## config.mk

```make
export PLATFORM = sky130hd
export DESIGN_NAME = red_iterativa_izq_der
export DESIGN_NICKNAME = d
export VERILOG_FILES = /design/src/rtl/red_iterativa_izq_der.sv
export SDC_FILE = /design/constraint.sdc
export NUM_CORES = 1
export LEC_CHECK = 0
export BUFFER_PORTS_ARGS = -buffer_cell sky130_fd_sc_hd__clkbuf_2
export CAP_MARGIN = 15
export CORE_UTILIZATION = 40
export CTS_CLUSTER_DIAMETER = 150
export DETAILED_ROUTE_END_ITERATION = 8
export PLACE_DENSITY = 0.61
export SLEW_MARGIN = 30
export SYNTH_ARGS = -nofsm -noshare
export SYNTH_HDL_FRONTEND = slang
export SYNTH_SLANG_ARGS = --single-unit
```

## constraint.sdc

```tcl
create_clock -name clk -period 4.03 [get_ports clk]
set_clock_uncertainty 0.05 [all_clocks]
set_input_delay 0.806 -clock clk [delete_from_list [all_inputs] [get_ports clk]]
set_output_delay 0.806 -clock clk [all_outputs]
set_load 0.005 [all_outputs]
```

## src/rtl/red_iterativa_izq_der.sv

```systemverilog
// Bit-serial MSB-first comparison network: one iterative cell per clock, from bit K-1 down to 0.
// Produces the prefix-equality vector N plus the final Z/gt/lt flags.
module red_iterativa_izq_der #(
  parameter int unsigned K = 4
) (
  input  logic         clk,
  input  logic         rst_n,
  input  logic         start,
  input  logic [K-1:0] A,
  input  logic [K-1:0] B,
  output logic         busy,
  output logic         done,
  output logic [K-1:0] N,
  output logic         Z,
  output logic         gt,
  output logic         lt
);

  localparam int unsigned IdxW = (K > 1) ? $clog2(K) : 1;

  typedef enum logic [1:0] {StIdle, StRun, StDone} state_e;

  state_e          state_q;
  logic [K-1:0]    a_q, b_q, n_q;
  logic [IdxW-1:0] idx_q;
  logic            eq_q, gt_q, lt_q, z_q, busy_q, done_q;

  // Current cell: operand bits at idx and the equality carried into the next cell.
  logic a_bit, b_bit, eq_nxt;
  assign a_bit  = a_q[idx_q];
  assign b_bit  = b_q[idx_q];
  assign eq_nxt = eq_q & (a_bit == b_bit);

  always_ff @(posedge clk) begin
    if (!rst_n) begin
      state_q <= StIdle;
      a_q     <= '0;
      b_q     <= '0;
      n_q     <= '0;
      idx_q   <= '0;
      eq_q    <= 1'b0;
      gt_q    <= 1'b0;
      lt_q    <= 1'b0;
      z_q     <= 1'b0;
      busy_q  <= 1'b0;
      done_q  <= 1'b0;
    end else begin
      unique case (state_q)
        StIdle, StDone: begin
          done_q <= 1'b0;
          if (start) begin
            a_q     <= A;
            b_q     <= B;
            idx_q   <= IdxW'(K - 1);
            eq_q    <= 1'b1;
            gt_q    <= 1'b0;
            lt_q    <= 1'b0;
            n_q     <= '0;
            z_q     <= 1'b0;
            busy_q  <= 1'b1;
            state_q <= StRun;
          end
        end
        StRun: begin
          // Only the first differing cell may set a magnitude flag.
          if (eq_q && a_bit && !b_bit) gt_q <= 1'b1;
          if (eq_q && !a_bit && b_bit) lt_q <= 1'b1;
          eq_q       <= eq_nxt;
          n_q[idx_q] <= eq_nxt;
          if (idx_q == '0) begin
            z_q     <= eq_nxt;
            busy_q  <= 1'b0;
            done_q  <= 1'b1;
            state_q <= StDone;
          end else begin
            idx_q <= idx_q - IdxW'(1);
          end
        end
        default: state_q <= StIdle;
      endcase
    end
  end

  assign busy = busy_q;
  assign done = done_q;
  assign N    = n_q;
  assign Z    = z_q;
  assign gt   = gt_q;
  assign lt   = lt_q;

endmodule

```

==> results.json <==
{
  "antenna_left": 0,
  "cpPeakStageDelay_ps": 600,
  "clkTransAtPathRegs_ps": 130,
  "layout.nets": 144,
  "grt_pass1_wl_um": 3010,
  "start_util_pct": 42.7,
  "cts_resized": 0,
  "root_buffer": "clkbuf_4",
  "cts_tree": "built",
  "clk_latency_ps": 310,
  "fin_crit_ps": 1810,
  "die_area_um2": 2560,
  "gp_congestion": 0.745,
  "htreeDepth": 1,
  "timing.final.ws_setup_ps": 2220,
  "areaGrowthSynthToFinish_pct": 18.1,
  "fmax_mhz": 551,
  "syn_area_per_cell_um2": 8.75,
  "post_cts_buffers": 0,
  "synth_cells": 108,
  "relSlewSlack_pct": 45.9,
  "hold_path_class": "flip-flop to flip-flop",
  "syn_area_um2": 945,
  "cts.sinks": 22,
  "drt_iter0_drc": 19,
  "arrival_ps": 1980,
  "status": "finished, final reports clean",
  "maxCapViolations": 0,
  "overflow": 0,
  "fp.dieW_um": 50.6,
  "cp_top_family": "multiplexers",
  "vdd.ir_drop.worst_v": 0.000311,
  "synth_nets": 123,
  "async_flop_share_pct": 0,
  "p_leak_uw": 0.000493,
  "track_usage_pct": 16.2,
  "cts_inserted_buffers": 3,
  "synth_common_cells": "22 x dfxtp_1, 20 x nand2_1, 16 x a21oi_1",
  "ys_seq_area_share_pct": 46.6,
  "critPathBufInv": 0,
  "finalHoldViolations": 0,
  "coreArea_um2": 2210,
  "firstDrtPassIters": 4,
  "placed_area_um2": 1060,
  "grt_max_degree": 16,
  "cp-end-kind": "flip-flop",
  "drc": 0,
  "synthDominantCellAreaShare_pct": 46.6,
  "dp_hpwl_um": 1310,
  "seqCellArea_um2": 440,
  "synth_area_leaders": "dfxtp_1 47%, a21oi_1 8.5%, nand2_1 7.9%",
  "nFillCells": 226,
  "wl_um": 1800,
  "rsz0062_at_grt": "false",
  "multi_input_area_um2": 470,
  "clock_path_buffers": 2,
  "io_buffers": 19,
  "vias": 779,
  "setup_violations": 0,
  "dieHeight_um": 50.6,
  "via_per_inst": 4.99,
  "first_global_vias": 675,
  "cp_slowest_cell": "mux4_2",
  "num_rows": 17,
  "synth_edf_count": 0,
  "diodes": 0,
  "synth_most_common_cell": "dfxtp_1",
  "crit_fanout": 7,
  "crit_type": "flip-flop to flip-flop",
  "totalNegativeSetupSlack_ps": 0,
  "fin_crit_sh_pct": 45.0,
  "crit_chain": "mux4_2, xnor2_2, and3_1, a41o_1",
  "antenna_found_initial": 0,
  "place_ws_ps": 1960,
  "crit_path_start_kind": "flip-flop",
  "layout-drive-gt1-share_pct": 20.3,
  "required_ps": 4200,
  "wl_per_cell_um": 11.5,
  "yosysWarningCount": 0,
  "boundaryPins": 20,
  "synth-main-ff-cell": "dfxtp_1",
  "cts_hold_buf": 0,
  "yosysTopAreaCell": "dfxtp_1",
  "powerDensity_nw_per_um2": 429,
  "worst_pin_slew_ps": 810,
  "final-max-slew-violation-count": 0,
  "final_cell_area_um2": 1120,
  "ys_ff_latch": 22,
  "synthDistinctLibCells": 22
}
-- sequential cells by signal, indices dropped and copies added (netlist names) --
| name | count |
|---|---|
| busy | 1 |
| N | 4 |
| lt | 1 |
| state_q | 2 |
| b_q | 4 |
| gt | 1 |
| Z | 1 |
| eq_q | 1 |
| a_q | 4 |
| idx_q | 2 |
| done | 1 |
-- report_power, final --
part,switching (µW),internal (µW)
Sequential,12.1,230
Clock,69.4,101
Combinational,36.7,29.8
Total,118,361
-- metal layers --
metal / routed length [µm] / part of all wire [%] / GRT usage, % / vias up
li1: - / - / - / 410
met1: 858 / 48 / 21.2 / 350
met2: 833 / 46 / 24.7 / 14
met3: 64 / 3.6 / 3.64 / 5
met4: 40 / 2.2 / 8.33 / 0
met5: 0 / 0 / 0 / -
-- worst min-delay path, delay by kind of cell, from the launching register on --
kind             cells  cell delay [ps]
flip-flops           1              330
AND/OR/NAND/NOR      1               50
AO/OA/AOI/OAI        1               50
-- cell usage in the layout, fill, tap and decap left out --
cell type | Yosys | routed
nand2b_1 | 2 | 2
mux4_2 | 2 | 2
nor2b_1 | 6 | 6
nor3_1 | 3 | 3
a31oi_1 | 2 | 2
a211oi_1 | 2 | 2
and3_1 | 2 | 2
nor2_1 | 7 | 7
dfxtp_1 | 22 | 22
o21a_1 | 2 | 2
ha_1 | 4 | 4
a21boi_0 | 1 | 1
or3_1 | 1 | 1
a41o_1 | 2 | 2
bufinv_16 | 0 | 1
clkbuf_4 | 0 | 3
xnor2_2 | 1 | 1
clkbuf_2 | 0 | 19
inv_1 | 6 | 6
a22o_1 | 1 | 1
o21ai_0 | 3 | 3
a21oi_1 | 16 | 16
nand2_1 | 20 | 20
-- worst paths after layout --
check,startpoint,end,slack [ps],cells past startpoint
min reg2reg,a_q[0],a_q[0],410,2
max reg2reg,idx_q[0],Z,2220,4
max,idx_q[0],Z,2220,4
min,a_q[0],a_q[0],410,2
-- cell type report --
cell class	instances	area share, %
clock inverters	1	2.69
inverters	6	2.02
well taps	28	3.14
flip-flops and latches	22	39.5
multi-input cells	77	42.2
clock buffers	3	2.02
repair buffers	19	8.52
-- stage by stage --
stage / cells / total power, µW / hold slack (ps) / utilization (%)
CTS: 156 / 482 / 414 / 50.5
global route: 156 / 503 / 435 / 50.5
global placement: 152 / 313 / 392 / 48.1
detailed placement: 152 / 314 / 396 / 48.1
floorplan: 108 / 293 / 383 / -
finish: 156 / 479 / 412 / 50.5
-- logic make-up after synthesis --
logic type / share of synthesized area [%]
simple gates: 19.6
compound gates: 18.4
flops: 46.6
buf+inv: 3.58
fa+ha+maj: 5.30
mux: 4.77
xor+xnor: 1.72
(Power assumes the default switching activity.)
